===== config.mk =====
export PLATFORM = sky130hd
export DESIGN_NAME = alu_seq_ctrl
export DESIGN_NICKNAME = d
export VERILOG_FILES = /design/src/rtl/alu_seq_pkg.sv /design/src/rtl/alu_seq_ctrl.sv
export SDC_FILE = /design/constraint.sdc
export NUM_CORES = 1
export LEC_CHECK = 0
export CAP_MARGIN = 10
export CELL_PAD_IN_SITES_DETAIL_PLACEMENT = 0
export CELL_PAD_IN_SITES_GLOBAL_PLACEMENT = 1
export CORE_MARGIN = 2
export CORE_UTILIZATION = 39
export CTS_BUF_LIST = sky130_fd_sc_hd__clkbuf_16
export CTS_CLUSTER_DIAMETER = 150
export CTS_CLUSTER_SIZE = 24
export DETAILED_ROUTE_END_ITERATION = 10
export PLACE_DENSITY_LB_ADDON = 0.2
export SYNTH_ARGS = -nofsm -noshare
export SYNTH_HDL_FRONTEND = slang
export SYNTH_SLANG_ARGS = --single-unit

===== constraint.sdc =====
create_clock -name clk -period 2.6 [get_ports clk]
set_input_delay 0.52 -clock clk [delete_from_list [all_inputs] [get_ports clk]]
set_output_delay 0.52 -clock clk [all_outputs]
set_load 0.02 [all_outputs]

===== src/rtl/alu_seq_pkg.sv =====
// alu_seq_pkg: shared constants and types for the nibble-serial ALU controller.
// Holds the op encoding (also used as the ALU select), the FSM state enum
// and the ALU slice width.
package alu_seq_pkg;

  // Width of one ALU pass.
  localparam int NIB_W = 4;

  // Command op encoding; the ALU select uses the same values.
  localparam logic [1:0] OP_ADD = 2'b00;
  localparam logic [1:0] OP_SUB = 2'b01;
  localparam logic [1:0] OP_AND = 2'b10;
  localparam logic [1:0] OP_OR  = 2'b11;

  typedef enum logic [1:0] {
    S_IDLE = 2'd0,
    S_STEP = 2'd1,
    S_FIX  = 2'd2,
    S_RESP = 2'd3
  } state_t;

  // Add and subtract propagate carry/borrow between nibbles; logic ops do not.
  function automatic logic is_arith(input logic [1:0] op);
    return (op == OP_ADD) || (op == OP_SUB);
  endfunction

endpackage


===== src/rtl/alu_seq_ctrl.sv =====
// alu_seq_ctrl: runs NIBBLES x 4-bit add/sub/and/or on an external combinational
// 4-bit ALU, one nibble per pass. The ALU has no carry-in, so a pending carry or
// borrow costs one extra FIX pass that adds/subtracts 1 to the held nibble.
// Optional feature: define ALU_SEQ_ZERO_EN to add the rsp_zero output.
module alu_seq_ctrl
  import alu_seq_pkg::*;
#(
  parameter int NIBBLES = 4,
  localparam int W = NIB_W * NIBBLES
) (
  input  logic             clk,
  input  logic             rst_n,
  input  logic             req_valid,
  output logic             req_ready,
  input  logic [1:0]       req_op,
  input  logic [W-1:0]     req_a,
  input  logic [W-1:0]     req_b,
  output logic             rsp_valid,
  input  logic             rsp_ready,
  output logic [W-1:0]     rsp_result,
  output logic             rsp_carry,
`ifdef ALU_SEQ_ZERO_EN
  output logic             rsp_zero,
`endif
  output logic [NIB_W-1:0] alu_a,
  output logic [NIB_W-1:0] alu_b,
  output logic [1:0]       alu_sel,
  input  logic [NIB_W-1:0] alu_result,
  input  logic             alu_carry
);

  localparam int IDX_W = (NIBBLES > 1) ? $clog2(NIBBLES) : 1;
  localparam logic [IDX_W-1:0] LAST_IDX = IDX_W'(NIBBLES - 1);

  state_t             r_state;
  state_t             w_next_state;
  logic [1:0]         r_op;
  logic [W-1:0]       r_a;
  logic [W-1:0]       r_b;
  logic [W-1:0]       r_res;
  logic [NIB_W-1:0]   r_hold;
  logic               r_c1;
  logic               r_cin;
  logic [IDX_W-1:0]   r_idx;
  logic               w_accept;
  logic               w_commit;
  logic               w_last;
  logic [NIB_W-1:0]   w_nib;
  logic               w_cin_next;
  logic [W-1:0]       w_res_next;

  assign req_ready  = (r_state == S_IDLE);
  assign rsp_valid  = (r_state == S_RESP);
  assign rsp_result = r_res;
  assign rsp_carry  = r_cin;
  assign w_accept   = req_valid & req_ready;
  assign w_last     = (r_idx == LAST_IDX);
  assign w_res_next = {w_nib, r_res[W-1:NIB_W]};

  // Next-state, ALU drive and nibble-commit decode.
  always_comb begin
    // NOTE: every output of this block gets a default first so no path leaves
    // a signal unassigned, which would otherwise infer a latch.
    w_next_state = r_state;
    alu_a        = '0;
    alu_b        = '0;
    alu_sel      = OP_ADD;
    w_commit     = 1'b0;
    w_nib        = alu_result;
    w_cin_next   = r_cin;
    case (r_state)
      S_IDLE: begin
        if (req_valid) w_next_state = S_STEP;
      end
      S_STEP: begin
        alu_a   = r_a[NIB_W-1:0];
        alu_b   = r_b[NIB_W-1:0];
        alu_sel = r_op;
        if (is_arith(r_op) && r_cin) begin
          w_next_state = S_FIX;
        end else begin
          w_commit     = 1'b1;
          w_cin_next   = is_arith(r_op) ? alu_carry : 1'b0;
          w_next_state = w_last ? S_RESP : S_STEP;
        end
      end
      S_FIX: begin
        // Fold the incoming carry/borrow into the nibble computed in STEP.
        alu_a        = r_hold;
        alu_b        = NIB_W'(1);
        alu_sel      = r_op;
        w_commit     = 1'b1;
        w_cin_next   = r_c1 | alu_carry;
        w_next_state = w_last ? S_RESP : S_STEP;
      end
      S_RESP: begin
        if (rsp_ready) w_next_state = S_IDLE;
      end
      default: w_next_state = S_IDLE;
    endcase
  end

  // State register; reset aborts any command in flight.
  always_ff @(posedge clk or negedge rst_n) begin
    // NOTE: sequential state uses non-blocking assignments so every register
    // samples pre-edge values regardless of statement order.
    if (!rst_n) r_state <= S_IDLE;
    else        r_state <= w_next_state;
  end

  // Operand/result shift registers, carry chain and nibble counter.
  always_ff @(posedge clk or negedge rst_n) begin
    // NOTE: the datapath is small enough to reset fully, which also gives the
    // required zero result/carry straight out of reset.
    if (!rst_n) begin
      r_op   <= OP_ADD;
      r_a    <= '0;
      r_b    <= '0;
      r_res  <= '0;
      r_hold <= '0;
      r_c1   <= 1'b0;
      r_cin  <= 1'b0;
      r_idx  <= '0;
    end else begin
      if (w_accept) begin
        r_op  <= req_op;
        r_a   <= req_a;
        r_b   <= req_b;
        r_cin <= 1'b0;
        r_idx <= '0;
      end
      if (r_state == S_STEP) begin
        r_hold <= alu_result;
        r_c1   <= alu_carry;
      end
      if (w_commit) begin
        r_cin <= w_cin_next;
        r_res <= w_res_next;
        r_a   <= r_a >> NIB_W;
        r_b   <= r_b >> NIB_W;
        r_idx <= r_idx + 1'b1;
      end
    end
  end

`ifdef ALU_SEQ_ZERO_EN
  logic r_zero;
  assign rsp_zero = r_zero;

  // Zero flag registered alongside the final result nibble.
  always_ff @(posedge clk or negedge rst_n) begin
    if (!rst_n)                  r_zero <= 1'b0;
    else if (w_commit && w_last) r_zero <= (w_res_next == '0);
  end
`endif

endmodule


==> metrics.csv <==
stage,metric,value,unit
setup_path,RR Endpoint,r_a[6],
synthesis,register area share after synthesis,0.5152,
synthesis,Seq cells post-synth,60,
setup_path,CP Launch Type,register,
route,DR WL/cell,14.76,µm
timing,Final setup viols,0,
timing,setup TNS,0,ns
synthesis,mapped cell area,2914,µm²
setup_path,Worst Reg-to-Reg Cells,7,
setup_path,Setup CP Type,register to primary output,
setup_path,CP max stage cell,clkdlybuf4s50_1,
setup_path,r2r setup slk,0.55,ns
synthesis,Mapped Cells,224,
timing,Slew HR,0.4983,
clock_network,CTS tree,done,
status,status,"complete, no violations",
floorplanning,Rows,31,
finish,NumNets Final,351,
power,static leakage,1.830,nW
setup_path,crit-path cells,inv_2 -> ha_4 -> a22oi_1 -> nor2b_1 -> clkdlybuf4s50_1,
timing,RSZ-0062 raised after global routing,false,
global_routing,largest net degree at the start of global routing,61,
synthesis,leading area contributor after synthesis,dfrtp_1,
synthesis,"Avg Cell Area, Syn",13.01,µm²
timing,min cycle time layout,2.516,ns
timing,fin crit share,0.9679,
synthesis,library cells used by synthesis,30,
floorplanning,Core ar.,7253,µm²
clock_network,post-CTS setup buffers,0,
clock_network,clk sinks,60,
timing,Pins Over Slew Limit,0,
global_routing,GRT Total Usage,0.1566,
floorplanning,die area,8179,µm²
clock_network,root buf cell,clkbuf_16,
route,Starting DRT DRC Count,70,
job,Max-cap violations,0,
power,pwr/cell area,1456,nW/µm²
synthesis,top-count cell post-synth,mux2_2,
finish,Area Overhead vs Synth,38.90,%
floorplanning,Initial Util,0.4018,
clock_network,clk buf depth,2,
clock_network,register clock-pin slew on the reported worst setup and hold paths,0.05,ns
timing,Fmax,397.4,MHz
placed_design,GP Congestion,0.6943,
synthesis,post-synth top area share,0.5152,
route,remaining antenna violation count after routing,0,
floorplanning,die width,90.44,µm
placed_design,dpl hpwl,3980,µm
clock_network,CTS Buf Count,9,
floorplanning,Ports,72,
finish,ANT cells,0,
floorplanning,Die H,90.44,µm
synthesis,most frequent cells after synthesis,"mux2_2 (64), dfrtp_1 (60), nand2_1 (26)",
global_routing,GR Overflow Total,0,
setup_path,"Arr. time, crit path",2.00,ns
synthesis,ys flop type,dfrtp_1,
global_routing,initial antenna violation count,0,
route,Total Routed Length,5994,µm
setup_path,reg2reg start,r_state[0],
synthesis,top post-synthesis cells by area,"dfrtp_1 (52%), mux2_2 (25%), nand2_1 (3.3%)",
global_routing,global-route wire length before repair,9942,µm
clock_network,clock latency at the later pin of the worst-skew pair,0.32,ns
placed_design,PortBufs,71,
setup_path,Critical Path End Type,primary output,
route,Post-route DRC,0,
power,Total Power,5.894,mW
global_routing,vias in the first global route,2047,
power,maximum vdd drop,0.6896,mV
timing,Least-Margin Pin Slew,0.7525,ns
setup_path,Worst EP required,2.08,ns
timing,final hold vios,0,
worst_hold_path,Worst Hold Class,primary input to asynchronous set/reset pin,
route,Vias,1942,
timing,final setup skew,0.004184,ns
clock_network,H-tree Lvls,3,
route,drt pass-1 iters,4,
finish,layout cells sized above 1,0.3290,
setup_path,CP max FO,10,
synthesis,Yosys warning count,0,
route,DR vias/cell,4.783,
synthesis,"EDFF count, synth",0,
synthesis,fraction of registers with async set or reset after synthesis,1.000,
setup_path,max incr delay on CP,0.61,ns
synthesis,Post-Syn Nets,273,
-- worst max-delay path, delay by kind of cell, from the launching register on --
kind                       cells  cell delay [ns]
buffers and inverters          2             0.76
DFF                            1             0.43
adders and majority gates      1             0.25
AOI/OAI and AO/OA              1             0.11
and+or+nand+nor                1             0.11
-- registers in the layout (all words and copies together), names as in the netlist --
| register | flops |
|---|---|
| r_b | 16 |
| r_state | 2 |
| r_a | 16 |
| rsp_result | 16 |
| r_hold | 4 |
| r_op | 2 |
| r_idx | 2 |
| rsp_carry | 1 |
| r_c1 | 1 |
-- kinds of logic after synthesis --
kind of cell,synth area share
compound gates,0.04895
buf+inv,0.04079
simple gates,0.08158
fa+ha+maj,0.02576
flops,0.5152
mux,0.2877
-- timing repair --
item | in CTS | in global routing
hold buffers | 0 | 0
gates cloned | 0 | 0
pin swaps | 1 | 0
endpoints found under the setup margin | 10 | 4
gates resized for setup | 9 | 3
-- through the flow --
stage,util,std cells,hold WS (ns),cell area (µm²),setup WS [ns]
final,0.5580,406,0.3496,4048,0.08355
after global routing,0.5580,406,0.4237,4048,0.001615
after CTS,0.5572,406,0.3791,4041,0.05865
after detailed placement,0.5129,390,0.4717,3720,0.08958
after global placement,0.5129,390,0.4647,3720,0.1826
after floorplan,-,224,0.2244,2914,0.7046
-- power by group --
part / internal [mW] / switching, mW
logic: 1.75 / 1.36
registers: 1.40 / 0.259
clock network: 0.728 / 0.398
-- worst max path at each step --
stage,startpoint,endpoint,slack [ns],cells after the start
2_1_floorplan,r_state[0],alu_a[0],0.70,4
3_3_place_gp,r_state[1],alu_a[1],0.18,5
3_5_place_dp,r_state[1],alu_a[0],0.09,5
4_1_cts,r_state[0],alu_a[1],0.06,5
5_1_grt,r_state[0],alu_b[2],0.002,4
6_report,r_state[0],alu_a[2],0.08,5
-- area by class of cell --
cell class                 instances  area (µm²)
sequential                        60        1503
timing repair buffer              79       782.0
tap                               99       123.9
inverter                           6       22.52
clock buffer                       9       225.2
fill                             644        3206
multi-input combinational        146        1331
clock inverter                     7       60.06
-- metal layers --
| layer | wire [µm] | up-vias | global-route usage | part of all wire |
|---|---|---|---|---|
| li1 | - | 940 | - | - |
| met1 | 2698 | 952 | 0.1933 | 0.45 |
| met2 | 3021 | 41 | 0.2638 | 0.50 |
| met3 | 167 | 9 | 0.03172 | 0.028 |
| met4 | 106 | 0 | 0.07308 | 0.018 |
| met5 | 0 | - | 0 | 0 |
-- placed cells by master (no fill, tap or decap), drive strengths merged --
| cell type | synthesis | final |
|---|---|---|
| mux2 | 69 | 69 |
| clkdlybuf4s50 | 0 | 67 |
| dfrtp | 60 | 60 |
| nand2 | 28 | 28 |
| a21oi | 9 | 9 |
| clkbuf | 3 | 9 |
| buf | 9 | 9 |
| inv | 6 | 8 |
| nor2b | 6 | 6 |
| ha | 6 | 6 |
| mux2i | 5 | 5 |
| a22oi | 4 | 4 |
| and2 | 4 | 4 |
| and3 | 3 | 3 |
| clkinv | 0 | 3 |
| o22ai | 2 | 2 |
| dlymetal6s2s | 0 | 2 |
| nand2b | 2 | 2 |
| o21ai | 2 | 2 |
| a211oi | 1 | 1 |
| a21boi | 1 | 1 |
| and3b | 1 | 1 |
| o221ai | 1 | 1 |
| a32o | 1 | 1 |
| nand3 | 1 | 1 |
| clkinvlp | 0 | 1 |
| bufinv | 0 | 1 |
| dlygate4sd2 | 0 | 1 |
Note: power is estimated with default switching activity, not from simulation.
